<file path="src/rtl/cpu_pkg.sv">
// cpu_pkg: shared fetch-stage types and constants.
//   fetch_state_t : fetch FSM states {IDLE, FETCH, DRAIN}
//   NOP_INSTR     : instruction word presented as a pipeline bubble
//   PC_INC        : sequential program-counter increment
package cpu_pkg;
    typedef enum logic [1:0] {IDLE, FETCH, DRAIN} fetch_state_t;
    localparam logic [31:0] NOP_INSTR = 32'h0;
    localparam logic [31:0] PC_INC = 32'd4;
endpackage

</file>
<file path="src/rtl/if_fetch_buf.sv">
// if_fetch_buf: one-entry pc/instr holding buffer feeding the IF/ID register.
//   clk_i, rst_i      : clock, asynchronous active-low reset
//   load_i            : capture pc_i/instr_i and mark valid
//   clear_i           : invalidate (redirect), wins over load
//   accept_i          : downstream took the entry; empties unless reloaded
//   pc_i, instr_i     : incoming fetched pair
//   valid_o, pc_o, instr_o : registered entry; zeros when invalid
module if_fetch_buf
    import cpu_pkg::*;
(
    input  logic        clk_i,
    input  logic        rst_i,
    input  logic        load_i,
    input  logic        clear_i,
    input  logic        accept_i,
    input  logic [31:0] pc_i,
    input  logic [31:0] instr_i,
    output logic        valid_o,
    output logic [31:0] pc_o,
    output logic [31:0] instr_o
);
    always_ff @(posedge clk_i or negedge rst_i) begin
        if (!rst_i) begin
            valid_o <= 1'b0;
            pc_o    <= 32'h0;
            instr_o <= NOP_INSTR;
        end else if (clear_i || (accept_i && !load_i)) begin
            valid_o <= 1'b0;
            pc_o    <= 32'h0;
            instr_o <= NOP_INSTR;
        end else if (load_i) begin
            valid_o <= 1'b1;
            pc_o    <= pc_i;
            instr_o <= instr_i;
        end
    end
endmodule

</file>
<file path="src/rtl/if_fetch.sv">
// if_fetch: instruction-fetch stage (PC, imem req/ack handshake, IF/ID producer).
//   clk_i, rst_i            : clock, asynchronous active-low reset
//   start_i                 : leave IDLE and begin fetching
//   hazard_i, stall_i       : downstream not accepting
//   redirect_i, target_i    : taken branch/jump and its target
//   imem_req_o, imem_addr_o : memory request, held stable until ack
//   imem_ack_i, imem_data_i : memory response (may be same cycle as req)
//   valid_o, pc_o, instr_o  : registered fetched pair (pc = addr + 4)
//   Optional IF_FETCH_PERF_EN adds fetch_cnt_o and bubble_cnt_o.
module if_fetch
    import cpu_pkg::*;
#(
    parameter logic [31:0] RESET_PC = 32'h0000_0000
) (
    input  logic        clk_i,
    input  logic        rst_i,
    input  logic        start_i,
    input  logic        hazard_i,
    input  logic        stall_i,
    input  logic        redirect_i,
    input  logic [31:0] target_i,
    output logic        imem_req_o,
    output logic [31:0] imem_addr_o,
    input  logic        imem_ack_i,
    input  logic [31:0] imem_data_i,
    output logic        valid_o,
    output logic [31:0] pc_o,
    output logic [31:0] instr_o
`ifdef IF_FETCH_PERF_EN
    ,
    output logic [31:0] fetch_cnt_o,
    output logic [31:0] bubble_cnt_o
`endif
);
    fetch_state_t state;
    logic [31:0]  pc_q;
    logic [31:0]  addr_q;
    logic         pend;
    logic         accept;
    logic         load;
    logic [31:0]  addr_inc;

    assign accept = valid_o & ~hazard_i & ~stall_i;
    // A pending request is held regardless of redirect; new requests are
    // suppressed in a redirect cycle so the next one goes to the target.
    assign imem_req_o  = pend | ((state == FETCH) & ~redirect_i & (~valid_o | accept));
    assign imem_addr_o = pend ? addr_q : pc_q;
    assign addr_inc    = imem_addr_o + PC_INC;
    assign load        = imem_req_o & imem_ack_i & (state == FETCH) & ~redirect_i;

    always_ff @(posedge clk_i or negedge rst_i) begin
        if (!rst_i) begin
            state  <= IDLE;
            pc_q   <= RESET_PC;
            addr_q <= RESET_PC;
            pend   <= 1'b0;
        end else begin
            pend   <= imem_req_o & ~imem_ack_i;
            addr_q <= imem_addr_o;
            pc_q   <= redirect_i ? (target_i & ~32'd3) : load ? addr_inc : pc_q;
            state  <= (state == IDLE)  ? (start_i ? FETCH : IDLE) :
                      (state == DRAIN) ? (imem_ack_i ? FETCH : DRAIN) :
                      (redirect_i & imem_req_o & ~imem_ack_i) ? DRAIN : FETCH;
        end
    end

    if_fetch_buf u_buf (
        .clk_i    (clk_i),
        .rst_i    (rst_i),
        .load_i   (load),
        .clear_i  (redirect_i),
        .accept_i (accept),
        .pc_i     (addr_inc),
        .instr_i  (imem_data_i),
        .valid_o  (valid_o),
        .pc_o     (pc_o),
        .instr_o  (instr_o)
    );

`ifdef IF_FETCH_PERF_EN
    always_ff @(posedge clk_i or negedge rst_i) begin
        if (!rst_i) begin
            fetch_cnt_o  <= 32'h0;
            bubble_cnt_o <= 32'h0;
        end else if (state != IDLE) begin
            fetch_cnt_o  <= fetch_cnt_o + {31'h0, accept};
            bubble_cnt_o <= bubble_cnt_o + {31'h0, ~valid_o};
        end
    end
`endif
endmodule
</file>
<file path="config.mk">
export PLATFORM = sky130hd
export DESIGN_NAME = if_fetch
export DESIGN_NICKNAME = d
export VERILOG_FILES = /design/src/rtl/cpu_pkg.sv /design/src/rtl/if_fetch_buf.sv /design/src/rtl/if_fetch.sv
export SDC_FILE = /design/constraint.sdc
export NUM_CORES = 1
export LEC_CHECK = 0
export CORE_ASPECT_RATIO = 1.25
export CORE_MARGIN = 8
export CORE_UTILIZATION = 50
export DETAILED_ROUTE_END_ITERATION = 10
export GPL_TIMING_DRIVEN = 0
export PLACE_DENSITY = 0.76
export SLEW_MARGIN = 0
export SYNTH_ARGS = -nofsm -noshare
export SYNTH_HDL_FRONTEND = slang
export SYNTH_HIERARCHICAL = 1
export SYNTH_SLANG_ARGS = --single-unit
</file>
<file path="constraint.sdc">
create_clock -name clk_i -period 3.5 [get_ports clk_i]
set_clock_uncertainty 0.2 [all_clocks]
set_input_delay 0.525 -clock clk_i [delete_from_list [all_inputs] [get_ports clk_i]]
set_output_delay 0.525 -clock clk_i [all_outputs]
set_load 0.01 [all_outputs]
</file>
==> flow_summary.toml, run 1 <==
[yosys]
ys.warnings.count = 6
netlist_instances = 673
postSynthRegisterBits = 132
post-synth-top-area-cell = "sky130_fd_sc_hd__dfrtp_1"
post_synth_main_area_contributors = "sky130_fd_sc_hd__dfrtp_1 47%, sky130_fd_sc_hd__o22ai_2 11%, sky130_fd_sc_hd__nand2b_1 6.1%, sky130_fd_sc_hd__nand2_1 6.0%, sky130_fd_sc_hd__mux2i_1 3.3%"
synth-edff-count = 0
syn_nets = 745
synth_cell_type_count = 53
yosys.area.top_type_share_pct = 46.73
ys_seq_area_share_pct = 46.73
asyncSetResetFlopFracSynth_pct = 100.0
syn-mean-instance-area_um2 = 10.50
synth-main-ff-cell = "sky130_fd_sc_hd__dfrtp_1"
synth.cell_area_mm2 = 0.007068

[critical_path]
worst_r2r_startpoint = "pend"
required_ns = 3.64
crit_arrival_ns = 3.52
critical_path.n_buffers_inverters = 4
critical_path.cell_chain = "clkdlybuf4s50_1 -> o21a_1 -> nor2_1 -> o211ai_1 -> nor2_1 -> clkbuf_2 -> buf_4 -> buf_2 -> nand2_1 -> o22ai_2"
critPathTopFamily = "buffers and inverters"
reg2reg_slack_ns = 0.21
setup.worst_path.class = "input port to flop"
rr_worst_depth = 14
worstSetupEndpointType = "flop"
master_of_the_slowest_instance_on_the_critical_path = "sky130_fd_sc_hd__nor2_1"
timing.critical_path.mode_cell = "sky130_fd_sc_hd__nor2_1"
worstPathMaxFanout = 12
r2r_end = "u_buf/pc_o[26]"
cp-start-kind = "input port"
critical-path-max-stage-delay_ns = 0.56

[clock_tree]
cts-buffers-inserted = 17
tritoncts = "done"
cts.root.buffer_cell = "sky130_fd_sc_hd__clkbuf_16"
clock_latency_ns = 0.42
clk_pin_slew_worst_paths_ns = 0.06
cts_max_path_buffers = 2
cts.sink_count = 132
ctsHtreeMaxLevel = 4

[grt]
first_pass_grt_wire_length_um = 34990
grt_remaining_overflow = 0
grt_pass1_vias = 6622
grt_antenna_before_repair = 0
grt_util_all_layers_pct = 24.68
largest_net_degree_at_the_start_of_global_routing = 87

[timing]
fmax_achieved_mhz = 295.8
final_period_minus_worst_setup_slack_ns = 3.381
fin_tns_setup_ns = 0
grt_setup_unrepaired = "no"
worstMarginPinSlew_ns = 0.7052
setup_viol = 0
timing.final.hold_violations = 0
timing.max_slew.rel_slack_pct = 52.98
total_count_of_max_transition_violations_in_the_final_report = 0
period_share_pct = 96.59

[routing]
overall_routed_net_length_um = 21960
final_antenna_net_count = 0
detailedRoute.firstIterationViolations = 404
remaining_drc_errors = 0
route.vias.total = 5958
viasPerCell = 5.669
drt_first_pass_iters = 5
routedWlPerCell_um = 20.90

[min_path]
hold_path_depth = 2
hold_path_class = "flop to flop"
timing.hold.worst.start = "addr_q[31]"
hold_end = "addr_q[31]"

[power]
ir_drop_v = 0.0004387
p_per_area_mw_per_mm2 = 509.3
power.static_leakage_nw = 3.964

[floorplanning]
die_width_um = 122.3
floorplan.rows = 48
floorplan.io_pins = 169
placeableCoreArea_mm2 = 0.01381
initial_core_util_pct = 51.17
die_h_um = 148.9
die_area_mm2 = 0.01822

[final_layout]
num-nets-final = 935
layoutNonFillerInstCount = 1051
antenna_cells = 0
flow.area_growth_from_synthesis_pct = 36.71
layout_commonest_cell = "sky130_fd_sc_hd__clkdlybuf4s50_1"
drive_gt1_share_pct = 18.38
mostFrequentLayoutCells = "165 x sky130_fd_sc_hd__clkdlybuf4s50_1, 132 x sky130_fd_sc_hd__dfrtp_1, 113 x sky130_fd_sc_hd__nand2_1"

[place]
hpwl_um = 15930
io_buffers = 166
gpl.final_weighted_congestion = 0.8544
dp_cells = 1015

[run_status]
outcome = "finished clean"

[run]
maxCapViolations = 0
-- per-stage QoR --
| step | area [um^2] | util (%) | hold WS [ns] | setup WS (ns) | power [mW] |
|---|---|---|---|---|---|
| final | 9663 | 69.95 | 0.3372 | 0.1195 | 4.922 |
| after global routing | 9663 | 69.95 | 0.3584 | 0.03197 | 5.115 |
| after global placement | 8949 | 64.78 | 0.3105 | -3.572 | 2.963 |
| after CTS | 9646 | 69.83 | 0.3373 | 0.1399 | 4.942 |
| after floorplan | 7068 | - | 0.02941 | 0.5291 | 2.445 |
| after detailed placement | 8977 | 64.99 | 0.2953 | -0.5024 | 2.999 |
-- flip-flops by register name, indices dropped and copies added, names as in the netlist --
register	flops
pend	1
u_buf/valid_o	1
pc_q	32
u_buf/pc_o	32
addr_q	32
u_buf/instr_o	32
state	2
-- kinds of logic (layout without fill, tap and decap cells) --
group / after synthesis / after routing / synth area share (%)
AO/OA/AOI/OAI: 146 / 146 / 18.96
XOR/XNOR: 25 / 25 / 3.098
adder cells (fa/ha/maj): 1 / 1 / 0.1770
buffers and inverters: 70 / 273 / 5.877
flip-flops: 132 / 132 / 46.73
multiplexers: 35 / 35 / 5.169
AND/OR/NAND/NOR: 264 / 264 / 19.99
-- layer usage --
layer	track usage, %	part of all wire, %	wire length, um	vias up
met4	11.36	3.8	836	0
li1	-	-	-	2732
met2	43.08	52	11510	217
met5	0	0	0	-
met1	26.66	37	8103	2954
met3	7.614	6.9	1512	55
-- report_power, final --
group	internal, mW	total [mW]	switching (mW)
registers	1.69	1.82	0.136
clock network	1.25	1.94	0.688
logic	0.552	1.16	0.611
total	3.49	4.92	1.43
-- worst register-to-register path: stages (launching register included) --
cell and delay, ns:
sky130_fd_sc_hd__dfrtp_1 0.36, sky130_fd_sc_hd__buf_6 0.16, sky130_fd_sc_hd__buf_6 0.23, sky130_fd_sc_hd__buf_4 0.25
sky130_fd_sc_hd__mux2i_1 0.14, sky130_fd_sc_hd__inv_1 0.15, sky130_fd_sc_hd__ha_2 0.26, sky130_fd_sc_hd__nand4b_1 0.13
sky130_fd_sc_hd__a22oi_2 0.29, sky130_fd_sc_hd__nand4_1 0.14, sky130_fd_sc_hd__buf_4 0.18, sky130_fd_sc_hd__nor4b_2 0.29
sky130_fd_sc_hd__xnor2_1 0.19, sky130_fd_sc_hd__nand2_1 0.08, sky130_fd_sc_hd__o22ai_1 0.15
-- final cells by class --
| cell class | instances | area (um^2) |
|---|---|---|
| sequential | 132 | 3303 |
| tap | 175 | 219.0 |
| buffer | 49 | 339.1 |
| clock buffer | 20 | 466.7 |
| multi-input combinational | 471 | 3352 |
| clock inverter | 12 | 177.7 |
| timing repair buffer | 172 | 1730 |
| inverter | 20 | 75.07 |
| fill | 1112 | 4150 |
-- synthesized netlist by cell type, drive strengths merged, types with 2 or more instances --
cell,number
dfrtp,132
xnor2,19
buf,34
nand3,26
a221o,2
o22ai,67
nand2,113
inv,19
nor3,3
xor2,6
mux2,12
a22oi,5
nor2,13
a31oi,4
clkbuf,16
o21ai,16
nor2b,2
nand4,9
nand2b,69
a21oi,23
a2bb2oi,10
nand4b,3
a21o,5
and3,4
mux2i,23
o2bb2ai,7
and2,5
nand3b,10
-- how the worst max path moves through the flow --
stage | startpoint | endpoint | slack [ns] | depth (start not counted)
after floorplan | pend | u_buf/pc_o[26] | 0.53 | 14
after global placement | rst_i | u_buf/pc_o[16] | -3.57 | 1
after detailed placement | hazard_i | u_buf/pc_o[1] | -0.50 | 10
after CTS | pend | u_buf/pc_o[26] | 0.14 | 14
after global routing | hazard_i | u_buf/instr_o[26] | 0.03 | 10
final | hazard_i | u_buf/instr_o[26] | 0.12 | 10
-- timing repair --
item,4_1_cts,5_1_grt
setup endpoints to repair,60,2
buffers inserted,2,2
gates cloned,0,0
gates resized for setup,2,1
pin swaps,2,1
hold endpoints to repair,46,0
hold buffers,1,0
No activity file was read; power rests on OpenSTA's default activity.
==> inputs of run 2 (changes only) <==
HOLD_SLACK_MARGIN = 0.12   (was unset)
==> results of run 2 <==
No change in the layout: final DEF, timing and power equal those of run 1.
==> inputs of run 3 (changes only) <==
DONT_BUFFER_PORTS = 1   (was unset)
PLACE_DENSITY = 0.61   (was 0.76)
==> run 3 against run 2 <==
Effect of this change:
- the flow now finishes with violations (hold timing)
- register-to-register slack better by 0.02 ns
- sequential power hardly changed
- highest routed layer unchanged
- largest cell class unchanged
- core utilization is 8.8 points lower
- global-route usage is 1.5 points lower
==> flow_summary.toml, run 3 (synthesis results as in run 1) <==
[run_status]
outcome = "finished, violations left"
violations = "hold timing"

[critical_path]
worstSetupEndpointType = "flop"
critical_path.n_buffers_inverters = 4
timing.critical_path.mode_cell = "sky130_fd_sc_hd__buf_6"
crit_arrival_ns = 3.41
critPathTopFamily = "buffers and inverters"
critical_path.cell_chain = "buf_6 -> buf_6 -> buf_4 -> mux2i_1 -> inv_1 -> ha_2 -> nand4b_1 -> a22oi_2 -> and4_1 -> and3_1 -> xor2_1 -> nand2_1 -> o22ai_2"
critical-path-max-stage-delay_ns = 0.36
cp-start-kind = "flop"
master_of_the_slowest_instance_on_the_critical_path = "sky130_fd_sc_hd__dfrtp_1"
required_ns = 3.63
setup.worst_path.class = "flop to flop"
worstPathMaxFanout = 19

[final_layout]
mostFrequentLayoutCells = "132 x sky130_fd_sc_hd__dfrtp_1, 113 x sky130_fd_sc_hd__nand2_1, 69 x sky130_fd_sc_hd__nand2b_1"
layoutNonFillerInstCount = 944
drive_gt1_share_pct = 19.79
flow.area_growth_from_synthesis_pct = 19.51
layout_commonest_cell = "sky130_fd_sc_hd__dfrtp_1"
num-fill-cells = 1141
final_core_utilization_pct = 61.15
num-nets-final = 829

[floorplanning]
die_area_mm2 = 0.01822
floorplan.io_pins = 169
die_h_um = 148.9
initial_core_util_pct = 51.17
placeableCoreArea_mm2 = 0.01381
floorplan.rows = 48
die_width_um = 122.3

[clock_tree]
ctsHtreeMaxLevel = 4
cts-buffers-inserted = 17
cts-hold-fix-buffers = 62
clock_latency_ns = 0.41
cts.sink_count = 132
cts_max_path_buffers = 2
clk_pin_slew_worst_paths_ns = 0.06
tritoncts = "done"
cts.root.buffer_cell = "sky130_fd_sc_hd__clkbuf_16"

[timing]
timing.max_slew.rel_slack_pct = 46.73
timing.final.hold_violations = 132
fin_worst_hold_slack_ns = -0.3933
setup_viol = 0
total_count_of_max_transition_violations_in_the_final_report = 0
fmax_achieved_mhz = 305.6
worstMarginPinSlew_ns = 0.7907
period_share_pct = 93.50
final_period_minus_worst_setup_slack_ns = 3.272

[grt]
grt_antenna_before_repair = 1
grt_pass1_vias = 5858
grt_remaining_overflow = 0
grt_util_all_layers_pct = 23.18
first_pass_grt_wire_length_um = 32600
largest_net_degree_at_the_start_of_global_routing = 133

[routing]
drt_first_pass_iters = 4
viasPerCell = 5.840
final_antenna_net_count = 0
overall_routed_net_length_um = 20830
routedWlPerCell_um = 22.06
remaining_drc_errors = 0
route.vias.total = 5513
detailedRoute.firstIterationViolations = 415

[power]
p_per_area_mw_per_mm2 = 502.1
ir_drop_v = 0.0003384
power.static_leakage_nw = 3.526

[place]
gpl.final_weighted_congestion = 0.8178
io_buffers = 0
hpwl_um = 14630
dp_cells = 848

[min_path]
hold_path_class = "input port to asynchronous set/reset pin"

[run]
maxCapViolations = 0
## run 3: changes by cell type in the layout (fill, tap and decap cells not counted), sizes merged, moves of 2 or more
| cell | change |
|---|---|
| clkinvlp | -2 |
| clkdlybuf4s50 | -165 |
| clkbuf | +5 |
| dlygate4sd3 | +61 |
| buf | -2 |
| bufinv | -4 |
## run 3: worst paths after layout
check / start / cells past startpoint / end / slack (ns)
worst max-delay path: pend / 13 / u_buf/pc_o[22] / 0.23
worst min-delay path: rst_i / 0 / u_buf/pc_o[13] / -0.39
worst max register to register: pend / 13 / u_buf/pc_o[22] / 0.23
worst min register to register: pc_q[1] / 2 / pc_q[1] / 0.32
max in group asynchronous: rst_i / 0 / u_buf/pc_o[16] / 3.25
min in group clk_i: target_i[12] / 3 / pc_q[12] / 0.15
## run 3: where the power goes
| part | leakage, nW | switching [mW] | total (mW) | internal [mW] |
|---|---|---|---|---|
| Sequential | 1.68 | 0.160 | 1.85 | 1.69 |
| Combinational | 1.60 | 0.518 | 0.863 | 0.345 |
| Clock | 0.237 | 0.618 | 1.53 | 0.910 |
| Total | 3.53 | 1.30 | 4.24 | 2.94 |
## run 3: stage by stage
stage	setup WS, ns	area (um^2)	TNS, ns	hold WS, ns	total power, mW
global route	-0.001418	8447	-0.001418	-0.4180	4.447
detailed placement	-0.3051	7287	-1.971	0.03601	2.670
global placement	-0.3088	7287	-1.746	0.03378	2.647
floorplan	0.5291	7068	0	0.02941	2.445
CTS	0.08144	8426	0	-0.4124	4.272
finish	0.2277	8447	0	-0.3933	4.241
## run 3: worst reg2reg max path, cell delays in order, from the launching register on
cell	delay, ns
sky130_fd_sc_hd__dfrtp_1	0.36
sky130_fd_sc_hd__buf_6	0.16
sky130_fd_sc_hd__buf_6	0.23
sky130_fd_sc_hd__buf_4	0.24
sky130_fd_sc_hd__mux2i_1	0.13
sky130_fd_sc_hd__inv_1	0.18
sky130_fd_sc_hd__ha_2	0.27
sky130_fd_sc_hd__nand4b_1	0.12
sky130_fd_sc_hd__a22oi_2	0.28
sky130_fd_sc_hd__and4_1	0.34
sky130_fd_sc_hd__and3_1	0.21
sky130_fd_sc_hd__xor2_1	0.23
sky130_fd_sc_hd__nand2_1	0.10
sky130_fd_sc_hd__o22ai_2	0.14
## run 3: area by class of cell
cell class	instances	area [um^2]	area share, %
sequential	132	3303	39.11
tap	175	219.0	2.592
clock buffer	25	465.4	5.510
inverter	20	75.07	0.8888
multi-input combinational	471	3362	39.80
buffer	49	339.1	4.014
clock inverter	5	30.03	0.3555
timing repair buffer	66	650.6	7.703
antenna	1	2.502	0.02963
## run 3: metal layers
| layer | up-vias | routed length [um] | global-route usage (%) | part of all wire (%) |
|---|---|---|---|---|
| met3 | 40 | 1528 | 7.538 | 7.3 |
| met1 | 2783 | 7791 | 25.50 | 37 |
| met5 | - | 0 | 0 | 0 |
| li1 | 2517 | - | - | - |
| met2 | 173 | 10870 | 39.93 | 52 |
| met4 | 0 | 631 | 10.08 | 3.0 |
## run 3: repair_timing
| action | 4_1_cts | 5_1_grt |
|---|---|---|
| pin swaps | 2 | 1 |
| gates resized for setup | 2 | 4 |
| endpoints found under the setup margin | 19 | 39 |
| endpoints found under the hold margin | 195 | 132 |
| cloned | 0 | 0 |
| setup buffers | 3 | 1 |
